$ cat src/rtl/ttl_259_pkg.sv
// Shared types and helpers for the 74F259 addressable latch and its serial loader.
// Holds the pin-mode decode and the sequencer state encoding.
package ttl_259_pkg;

  localparam int NBITS = 8;
  localparam int IDXW  = 3;

  typedef enum logic [1:0] {
    MODE_LATCH,
    MODE_MEMORY,
    MODE_DEMUX,
    MODE_CLEAR
  } mode_t;

  typedef enum logic [1:0] {
    IDLE,
    SHIFT,
    DONE
  } seq_state_t;

  function automatic mode_t decode_mode(input logic clr_n, input logic g_n);
    mode_t m;
    case ({clr_n, g_n})
      2'b10:   m = MODE_LATCH;
      2'b11:   m = MODE_MEMORY;
      2'b00:   m = MODE_DEMUX;
      default: m = MODE_CLEAR;
    endcase
    return m;
  endfunction

endpackage

$ cat src/rtl/ttl_259_core.sv
// Eight-bit latch register with a single write port: clear, one-bit write,
// or one-bit write with all other bits zeroed (demux).
module ttl_259_core
  import ttl_259_pkg::*;
(
  input  logic             clk,
  input  logic             reset_n,
  input  logic             i_we,
  input  logic [IDXW-1:0]  i_idx,
  input  logic             i_bit,
  input  logic             i_clr,
  input  logic             i_demux,
  output logic [NBITS-1:0] o_q
);

  logic [NBITS-1:0] r_q;
  logic [NBITS-1:0] w_next;

  // Clear dominates; the addressed bit takes the data; demux zeroes the rest.
  for (genvar gi = 0; gi < NBITS; gi++) begin : g_bit
    assign w_next[gi] = i_clr                                ? 1'b0 :
                        (i_we && (i_idx == IDXW'(gi)))       ? i_bit :
                        (i_we && i_demux)                    ? 1'b0 :
                                                               r_q[gi];
  end

  always_ff @(posedge clk) begin
    if (!reset_n) begin
      r_q <= '0;
    end else begin
      r_q <= w_next;
    end
  end

  assign o_q = r_q;

endmodule

$ cat src/rtl/ttl_74f259_loader.sv
// 74F259 addressable latch with a serial valid/ready loader that fills all
// eight latches; the sequencer arbitrates the core's single write port.
module ttl_74f259_loader
  import ttl_259_pkg::*;
#(
  parameter int LSB_FIRST = 1
) (
  input  logic             clk,
  input  logic             reset_n,
  input  logic             D,
  input  logic             A,
  input  logic             B,
  input  logic             C,
  input  logic             G_n,
  input  logic             CLR_n,
  output logic [NBITS-1:0] Q,
  input  logic             load_start,
  input  logic             ser_in,
  input  logic             ser_valid,
  output logic             ser_ready,
  output logic             busy,
  output logic             done
);

  localparam logic [IDXW-1:0] IDX_START = (LSB_FIRST != 0) ? 3'd0 : 3'd7;
  localparam logic [IDXW-1:0] IDX_LAST  = (LSB_FIRST != 0) ? 3'd7 : 3'd0;

  seq_state_t      r_state;
  logic [IDXW-1:0] r_index;
  logic            r_ready;
  logic            r_busy;
  logic            r_done;

  mode_t           w_mode;
  logic            w_clear;
  logic            w_accept;
  logic            w_we;
  logic [IDXW-1:0] w_idx;
  logic            w_bit;
  logic            w_demux;

  assign w_mode   = decode_mode(CLR_n, G_n);
  assign w_clear  = (w_mode == MODE_CLEAR);
  assign w_accept = (r_state == SHIFT) && ser_valid && !w_clear;

  // Clear reaches the core in every state; other pin modes only while idle.
  always_comb begin
    w_we    = 1'b0;
    w_idx   = {A, B, C};
    w_bit   = D;
    w_demux = 1'b0;
    case (r_state)
      IDLE: begin
        w_we    = (w_mode == MODE_LATCH) || (w_mode == MODE_DEMUX);
        w_demux = (w_mode == MODE_DEMUX);
      end
      SHIFT: begin
        w_we  = w_accept;
        w_idx = r_index;
        w_bit = ser_in;
      end
      default: ;
    endcase
  end

  ttl_259_core u_core (
    .clk     (clk),
    .reset_n (reset_n),
    .i_we    (w_we),
    .i_idx   (w_idx),
    .i_bit   (w_bit),
    .i_clr   (w_clear),
    .i_demux (w_demux),
    .o_q     (Q)
  );

  always_ff @(posedge clk) begin
    if (!reset_n) begin
      r_state <= IDLE;
      r_index <= '0;
      r_ready <= 1'b0;
      r_busy  <= 1'b0;
      r_done  <= 1'b0;
    end else begin
      case (r_state)
        IDLE: begin
          r_done <= 1'b0;
          if (load_start && !w_clear) begin
            r_state <= SHIFT;
            r_index <= IDX_START;
            r_ready <= 1'b1;
            r_busy  <= 1'b1;
          end
        end
        SHIFT: begin
          if (w_clear) begin
            r_state <= IDLE;
            r_ready <= 1'b0;
            r_busy  <= 1'b0;
          end else if (w_accept) begin
            if (r_index == IDX_LAST) begin
              r_state <= DONE;
              r_ready <= 1'b0;
              r_done  <= 1'b1;
            end else begin
              r_index <= (LSB_FIRST != 0) ? r_index + 3'd1 : r_index - 3'd1;
            end
          end
        end
        DONE: begin
          r_state <= IDLE;
          r_busy  <= 1'b0;
          r_done  <= 1'b0;
        end
        default: begin
          r_state <= IDLE;
          r_ready <= 1'b0;
          r_busy  <= 1'b0;
          r_done  <= 1'b0;
        end
      endcase
    end
  end

  assign ser_ready = r_ready;
  assign busy      = r_busy;
  assign done      = r_done;

endmodule

$ cat config.mk
export PLATFORM = sky130hd
export DESIGN_NAME = ttl_74f259_loader
export DESIGN_NICKNAME = d
export VERILOG_FILES = /design/src/rtl/ttl_259_pkg.sv /design/src/rtl/ttl_259_core.sv /design/src/rtl/ttl_74f259_loader.sv
export SDC_FILE = /design/constraint.sdc
export NUM_CORES = 1
export LEC_CHECK = 0
export ABC_AREA = 0
export CORE_ASPECT_RATIO = 1.4
export CORE_MARGIN = 2
export CORE_UTILIZATION = 45
export CTS_BUF_LIST = sky130_fd_sc_hd__clkbuf_4 sky130_fd_sc_hd__clkbuf_8 sky130_fd_sc_hd__clkbuf_16
export CTS_CLUSTER_DIAMETER = 40
export DETAILED_ROUTE_END_ITERATION = 8
export PLACE_DENSITY_LB_ADDON = 0.08
export SLEW_MARGIN = 20
export SYNTH_ARGS = -nofsm -noshare
export SYNTH_HDL_FRONTEND = slang
export SYNTH_SLANG_ARGS = --single-unit
$ cat constraint.sdc
create_clock -name clk -period 2.4 [get_ports clk]
set_clock_uncertainty 0.2 [all_clocks]
set_input_delay 0.48 -clock clk [delete_from_list [all_inputs] [get_ports clk]]
set_output_delay 0.48 -clock clk [all_outputs]
set_load 0.05 [all_outputs]
==> metrics.txt, run 1 <==
status completed; Detail Route Antenna Nets 0; Final Routed Wirelength 2.02 mm; worst relative slew slack 61.6%; GR Util All Layers 18.0%; Gate Count Post-Synth 93; post-DR wirelength/cell 14.6 µm; maximum number of pins on one net before global-route repair 14; CP Capture Type output pin; Vias per Instance 6.08; final setup violating endpoints 0; largest family of logic cells by synthesized area simple AND/OR/NAND/NOR gates; drt drc 0; ys flop type dfxtp_1; first-pass detailed-route iteration total 4; CP max stage cell clkdlybuf4s50_1; initial core utilization 46.8%; fraction of synthesized cell area in xor and xnor cells 0%; synthesized-area fraction occupied by ao, oa, aoi and oai cells 20.3%; fraction of final layout cells with drive strength greater than 1 13.7%; antenna diode count 0; sequential cell area fraction in the yosys report 35.1%; chip width 42.1 µm; TritonCTS buffer count 3; vertical die dimension 57.3 µm; kind of cell with the highest combined delay on the critical path buffers and inverters; leakage power of the design 0.489 nW; Placed Instance Area 0.00115 mm²; Maximum Capacitance Violations 0; post-detail-place hpwl 1.49 mm; cells along the critical path clkdlybuf4s50_1; fillers 183; clock slew at reported path FFs 90 ps; Synth Warn # 0; CTS tree yes; fin. max-slew vios 0; Post-synth ARST share 0%; total of buffers placed on input and output ports 21; count of routing violations after the opening detailed-route iteration 13; Boundary Pins 22; number of nets in the synthesized netlist 106; maximum clock insertion buffer count 2; FMAX 466 MHz; Placement Rows 19; vias in the first global route 827; crit-path max cell delay 810 ps; adder-cell share of the synthesized area 2.74%; portion of netlist area occupied by mux cells 10.2%; post-CTS sizing 0; synth unique cells 38; NumNets Final 132; area of the die 0.00241 mm²; setup TNS 0 ps; path class of the lowest-slack min-delay path reg2reg; most instantiated cells after synthesis dfxtp_1, nand2_1, mux2i_1; placeable core area 0.00195 mm²; Avg Inst Size Synth 9.81 µm²; clock latency reported for the late side of the worst-skew pair 290 ps; leading cell type by number of instances after synthesis dfxtp_1; Crit Path Category reg2out; critical path buffer and inverter count 1; simple-gate portion of the synthesized area 27.0%; Final Power 0.000555 W; leading post-synthesis cells by cell area dfxtp_1, mux2i_1, nand4b_1; antenna violations before repair 0; # H-tree levels 1; Cell Area, Synth 912 µm²; Worst Tran Pin Value 576 ps; maximum fanout along the worst path 3; minimum period implied by the final worst setup slack 2150 ps; finished layout cell area 0.00118 mm²; unrepaired setup endpoints after global routing false; area leader, netlist dfxtp_1; arrival time of the worst setup path 1470 ps; Post-synth EDFFs 0; Setup Fix Bufs, Post-CTS 0; total number of vias 839; top-area cell type share of the netlist area 35.1%; Critical Path Start Type register; Crit path required time 1720 ps; peak ir drop on the vdd network 373 µV; clock sink total 16; signed area change from the synthesized netlist to the final layout 29.1%; ratio of total power to cell area 472 mW/mm²; # hold bufs at CTS 0; total global routing overflow 0; flip-flop and latch count after synthesis 16; CTS root buffer clkbuf_4; Fin. Hold Viols 0; routability-driven placement congestion ratio 0.793; wire length of the first global-routing pass 3.39 mm; post-route fraction of the period consumed by the critical path 89.4%
[report_power, final]
part	leakage, nW	switching, W	total, W	internal, W
clock network	0.0138	0.0000843	0.000143	0.0000584
logic	0.345	0.0000739	0.000132	0.0000584
registers	0.130	0.00000729	0.000280	0.000273
[flip-flops by register name, summed over array words and instances (netlist names)]
signal and count:
done 1, u_core.o_q 8, r_state 2, r_index 3, ser_ready 1, busy 1
[logic make-up after synthesis]
kind of cell	count (synthesis)
DFF	16
AOI/OAI and AO/OA	23
muxes	8
buffers and inverters	8
and+or+nand+nor	36
adders and majority gates	2
[metrics by stage]
step / worst slack (ps) / util (%) / std cells / hold slack, ps
floorplan: 744 / - / 93 / 285
CTS: 244 / 60.4 / 138 / 269
detailed placement: 123 / 59.2 / 135 / 256
global placement: 157 / 59.2 / 135 / 244
global route: 214 / 60.4 / 138 / 291
finish: 254 / 60.4 / 138 / 267
[path summary, 6_finish.rpt]
path | start | end | slack (ps) | cells after the start
worst max-delay path | busy | busy | 250 | 1
worst min-delay path | u_core.o_q[5] | u_core.o_q[5] | 270 | 2
worst max register to register | r_state[0] | u_core.o_q[0] | 500 | 4
worst min register to register | u_core.o_q[5] | u_core.o_q[5] | 270 | 2
[worst register-to-register path: stages (launching register included)]
cell and delay (ps):
dfxtp_1 480, nand2b_1 310, mux2i_2 390, nor3b_2 250, mux2i_1 200
[metal layers]
layer	GRT usage (%)	vias up	share of wire, %
met5	0	-	0
met4	13.4	0	3.4
met3	2.22	8	3.6
met2	32.1	23	50
met1	19.1	398	43
li1	-	410	-
[layout make-up]
| cell class | instances | area (µm²) | area share (%) |
|---|---|---|---|
| Clock buffer | 3 | 22.5 | 1.91 |
| Multi-Input combinational cell | 69 | 549 | 46.7 |
| Inverter | 3 | 11.3 | 0.956 |
| Tap cell | 21 | 26.3 | 2.23 |
| Timing Repair Buffer | 26 | 248 | 21.0 |
| Sequential cell | 16 | 320 | 27.2 |
[cells in the final DEF (no fill, tap or decap)]
cell type	count
nand3_4	1
nor2_1	4
nor3b_1	1
clkbuf_4	3
and3_1	3
and4b_1	1
nand2_1	7
and2b_1	1
a221oi_1	1
nand3b_1	3
nand2b_1	3
dfxtp_1	16
nor2b_1	1
and4bb_1	1
a2bb2oi_1	1
inv_2	1
and4bb_2	1
o21ba_1	1
a221o_2	1
buf_4	5
ha_1	2
o21ai_0	1
o21a_1	2
nand4b_1	4
nand3_1	3
nor3b_2	1
nor4b_1	1
a21oi_1	1
mux2_4	1
inv_1	2
o311ai_1	4
a21boi_1	2
clkdlybuf4s50_1	21
mux2i_2	2
a21boi_0	1
mux2i_1	5
o211a_1	1
o41ai_1	4
a31oi_1	3
(Power assumes the default switching activity.)
==> inputs of run 2 (changes only) <==
--- a/config.mk
+++ b/config.mk
@@ -8,11 +8,12 @@
 export ABC_AREA = 0
 export CORE_ASPECT_RATIO = 1.4
 export CORE_MARGIN = 2
-export CORE_UTILIZATION = 45
+export CORE_UTILIZATION = 48
 export CTS_BUF_LIST = sky130_fd_sc_hd__clkbuf_4 sky130_fd_sc_hd__clkbuf_8 sky130_fd_sc_hd__clkbuf_16
 export CTS_CLUSTER_DIAMETER = 40
 export DETAILED_ROUTE_END_ITERATION = 8
 export PLACE_DENSITY_LB_ADDON = 0.08
+export REMOVE_ABC_BUFFERS = 1
 export SLEW_MARGIN = 20
 export SYNTH_ARGS = -nofsm -noshare
 export SYNTH_HDL_FRONTEND = slang
==> constraint.sdc (replaced) <==
create_clock -name clk -period 2.25 [get_ports clk]
set_clock_uncertainty 0.2 [all_clocks]
set_input_delay 0.45 -clock clk [delete_from_list [all_inputs] [get_ports clk]]
set_output_delay 0.45 -clock clk [all_outputs]
set_load 0.05 [all_outputs]
==> metrics.txt, run 2 (same netlist as run 1, synthesis figures left out) <==
CTS root buffer clkbuf_4; Vias per Instance 5.94; Detail Route Antenna Nets 0; # H-tree levels 1; minimum period implied by the final worst setup slack 2090 ps; post-DR wirelength/cell 14.4 µm; fin. max-slew vios 0; signed area change from the synthesized netlist to the final layout 31.4%; unrepaired setup endpoints after global routing false; # hold bufs at CTS 0; initial core utilization 51.3%; number of flip-flops in the largest register 8; maximum clock insertion buffer count 2; clock sink total 16; Critical Path Start Type register; post-CTS sizing 0; maximum fanout along the worst path 3; kind of cell with the highest combined delay on the critical path buffers and inverters; CP Capture Type output pin; FMAX 478 MHz; Boundary Pins 22; Placement Rows 18; total global routing overflow 0; Fin. Hold Viols 0; final worst setup slack 160 ps; post-route fraction of the period consumed by the critical path 92.9%; drt drc 0; antenna violations before repair 0; clock latency reported for the late side of the worst-skew pair 280 ps; Maximum Capacitance Violations 0; chip width 40.8 µm; critical path buffer and inverter count 1; total number of vias 831; most common library cell in the layout ignoring fill and taps clkdlybuf4s50_1; post-detail-place hpwl 1.54 mm; Setup Fix Bufs, Post-CTS 0; Setup WS pre-CTS 17.9 ps; Worst Tran Pin Value 495 ps; path class of the lowest-slack min-delay path reg2reg; vias in the first global route 795; status completed; CP max stage cell clkdlybuf4s50_1; min-delay src u_core.o_q[4]; placeable core area 0.00178 mm²; ratio of total power to cell area 494 mW/mm²; Final Routed Wirelength 2.02 mm; worst relative slew slack 66.9%; final setup violating endpoints 0; count of routing violations after the opening detailed-route iteration 12; Post-Route Utilization 67.4%; TritonCTS buffer count 3; most frequent cells in the layout clkdlybuf4s50_1, dfxtp_1, buf_4, nand2_1, mux2i_1; GR Util All Layers 21.2%; maximum number of pins on one net before global-route repair 14; arrival time of the worst setup path 1440 ps; wire length of the first global-routing pass 3.47 mm; peak ir drop on the vdd network 333 µV; area of the die 0.00227 mm²; cells along the critical path clkdlybuf4s50_1; NumNets Final 135; leakage power of the design 0.504 nW; setup TNS 0 ps; Crit path required time 1600 ps; antenna diode count 0; vertical die dimension 55.6 µm; Final Power 0.000592 W; Crit Path Category reg2out; routability-driven placement congestion ratio 0.739; total of buffers placed on input and output ports 21; launching element of the worst setup path busy; fraction of final layout cells with drive strength greater than 1 15.8%; first-pass detailed-route iteration total 4; crit-path max cell delay 810 ps; CTS tree yes; startpoint of the worst register-to-register path r_state[0]; clock slew at reported path FFs 90 ps
-- run 2: cell count changes in the layout (fill, tap and decap cells not counted), sizes merged --
cell  change
buf       +3
-- run 2: area by class of cell --
cell class / instances / area [µm²]
Fill cell: 153 / 581
Timing Repair Buffer: 29 / 270
Inverter: 3 / 11.3
Tap cell: 20 / 25.0
Multi-Input combinational cell: 69 / 549
Sequential cell: 16 / 320
Clock buffer: 3 / 22.5
-- run 2: through the flow --
stage / cells / area, µm² / hold WS [ps]
after floorplan: 88 / 881 / 285
after global placement: 137 / 1180 / 244
after detailed placement: 137 / 1180 / 264
after CTS: 140 / 1200 / 277
after global routing: 140 / 1200 / 302
final: 140 / 1200 / 269
-- run 2: path summary, 6_finish.rpt --
| path | to | slack, ps | cells after the start |
|---|---|---|---|
| hold / removal | u_core.o_q[4] | 270 | 2 |
| hold reg to reg | u_core.o_q[4] | 270 | 2 |
| setup / recovery | busy | 160 | 1 |
| setup reg to reg | u_core.o_q[0] | 390 | 4 |
-- run 2: metal layers --
layer / vias to the layer above / GRT usage (%) / part of all wire, %
met3: 2 / 3.20 / 5.0
met5: - / 0 / 0
met2: 18 / 34.8 / 54
li1: 417 / - / -
met1: 394 / 25.5 / 40
met4: 0 / 8.57 / 0.94
-- run 2: where the power goes --
| part | internal (W) | total, W | switching [W] | leakage (nW) |
|---|---|---|---|---|
| Clock | 0.0000620 | 0.000147 | 0.0000853 | 0.0138 |
| Sequential | 0.000291 | 0.000298 | 0.00000670 | 0.130 |
| Combinational | 0.0000663 | 0.000146 | 0.0000800 | 0.360 |
==> inputs of run 3 (changes only) <==
--- a/config.mk
+++ b/config.mk
@@ -7,7 +7,6 @@
 export LEC_CHECK = 0
 export ABC_AREA = 0
 export CORE_ASPECT_RATIO = 1.4
-export CORE_MARGIN = 2
 export CORE_UTILIZATION = 48
 export CTS_BUF_LIST = sky130_fd_sc_hd__clkbuf_4 sky130_fd_sc_hd__clkbuf_8 sky130_fd_sc_hd__clkbuf_16
 export CTS_CLUSTER_DIAMETER = 40
==> metrics.txt, run 3 (same netlist as run 1, synthesis figures left out) <==
final setup violating endpoints 0; total of buffers placed on input and output ports 21; crit-path max cell delay 810 ps; Setup WS pre-CTS 0.620 ps; CP Capture Type output pin; post-route fraction of the period consumed by the critical path 93.0%; net switching power 0.000174 W; number of flip-flops in the largest register 8; vertical die dimension 53.6 µm; part of the total power dissipated in the clock network 25.2%; TritonCTS buffer count 3; status completed; peak ir drop on the vdd network 314 µV; cells along the critical path clkdlybuf4s50_1; fraction of final layout cells with drive strength greater than 1 15.8%; Internal Power 0.000420 W; Setup Fix Bufs, Post-CTS 0; path class of the lowest-slack min-delay path reg2reg; clock sink total 16; maximum clock insertion buffer count 2; Boundary Pins 22; maximum number of pins on one net before global-route repair 14; clock latency reported for the late side of the worst-skew pair 280 ps; Vias per Instance 5.95; CTS tree yes; fin. max-slew vios 0; post-CTS sizing 0; total global routing overflow 0; antenna violations before repair 0; GR Util All Layers 21.5%; Detail Route Antenna Nets 0; drt drc 0; routability-driven placement congestion ratio 0.740; maximum fanout along the worst path 3; unrepaired setup endpoints after global routing false; # H-tree levels 1; kind of cell with the highest combined delay on the critical path buffers and inverters; post-DR wirelength/cell 14.2 µm; clock slew at reported path FFs 90 ps; final worst setup slack 157 ps; FMAX 478 MHz; Placement Rows 18; placeable core area 0.00178 mm²; critical path buffer and inverter count 1; minimum period implied by the final worst setup slack 2090 ps; leakage power of the design 0.504 nW; # hold bufs at CTS 0; post-detail-place hpwl 1.52 mm; NumNets Final 135; setup TNS 0 ps; total number of vias 833; most frequent cells in the layout clkdlybuf4s50_1, dfxtp_1, buf_4, nand2_1, mux2i_1; Worst Tran Pin Value 489 ps; Critical Path Start Type register; count of routing violations after the opening detailed-route iteration 12; vias in the first global route 753; Crit Path Category reg2out; signed area change from the synthesized netlist to the final layout 31.4%; first-pass detailed-route iteration total 4; worst relative slew slack 67.3%; area of the die 0.00208 mm²; Crit path required time 1600 ps; antenna diode count 0; ratio of total power to cell area 495 mW/mm²; Fin. Hold Viols 0; CP max stage cell clkdlybuf4s50_1; wire length of the first global-routing pass 3.15 mm; proportion of total power due to net switching 29.3%; Post-Route Utilization 67.4%; most common library cell in the layout ignoring fill and taps clkdlybuf4s50_1; fraction of power consumed by sequential logic 50.2%; arrival time of the worst setup path 1440 ps; CTS root buffer clkbuf_4; combinational share of power 24.6%; chip width 38.8 µm; initial core utilization 51.3%; Maximum Capacitance Violations 0; Final Routed Wirelength 1.99 mm
run 3: cell counts in the layout (fill, tap and decap cells not counted):
Identical to the previous run, type by type.
run 3: path summary, 6_finish.rpt:
check,start,end,slack [ps],cells past startpoint
setup / recovery,busy,busy,160,1
hold / removal,u_core.o_q[2],u_core.o_q[2],260,2
setup reg to reg,r_state[0],u_core.o_q[0],370,4
hold reg to reg,u_core.o_q[2],u_core.o_q[2],260,2
run 3: area by class of cell:
type,count,area [µm²]
Fill cell,151,581
Multi-Input combinational cell,69,549
Sequential cell,16,320
Timing Repair Buffer,29,270
Tap cell,20,25.0
Clock buffer,3,22.5
Inverter,3,11.3
run 3: per-layer routing:
layer | global-route usage [%] | share of wire [%]
met3 | 2.89 | 3.0
met4 | 8.62 | 1.1
met5 | 0 | 0
met2 | 40.6 | 54
met1 | 22.8 | 42
run 3: per-stage QoR:
| step | cells | total power [W] | instance area [µm²] | hold WS [ps] |
|---|---|---|---|---|
| after floorplan | 88 | 0.000389 | 881 | 285 |
| after global placement | 137 | 0.000448 | 1180 | 244 |
| after detailed placement | 137 | 0.000450 | 1180 | 253 |
| after CTS | 140 | 0.000602 | 1200 | 270 |
| after global routing | 140 | 0.000620 | 1200 | 293 |
| final | 140 | 0.000594 | 1200 | 262 |
run 3: power groups by stage:
stage | registers (W) | clock network, W | logic (W)
2_1_floorplan | 0.000327 | 0 | 0.0000623
3_3_place_gp | 0.000304 | 0 | 0.000143
3_5_place_dp | 0.000304 | 0 | 0.000146
4_1_cts | 0.000298 | 0.000158 | 0.000146
5_1_grt | 0.000299 | 0.000165 | 0.000155
6_report | 0.000298 | 0.000150 | 0.000146
run 3: tightest hold or removal path, cell delays in order, from the launching register on:
cell and delay, ps:
dfxtp_1 320, nand2_1 50, mux2i_1 50
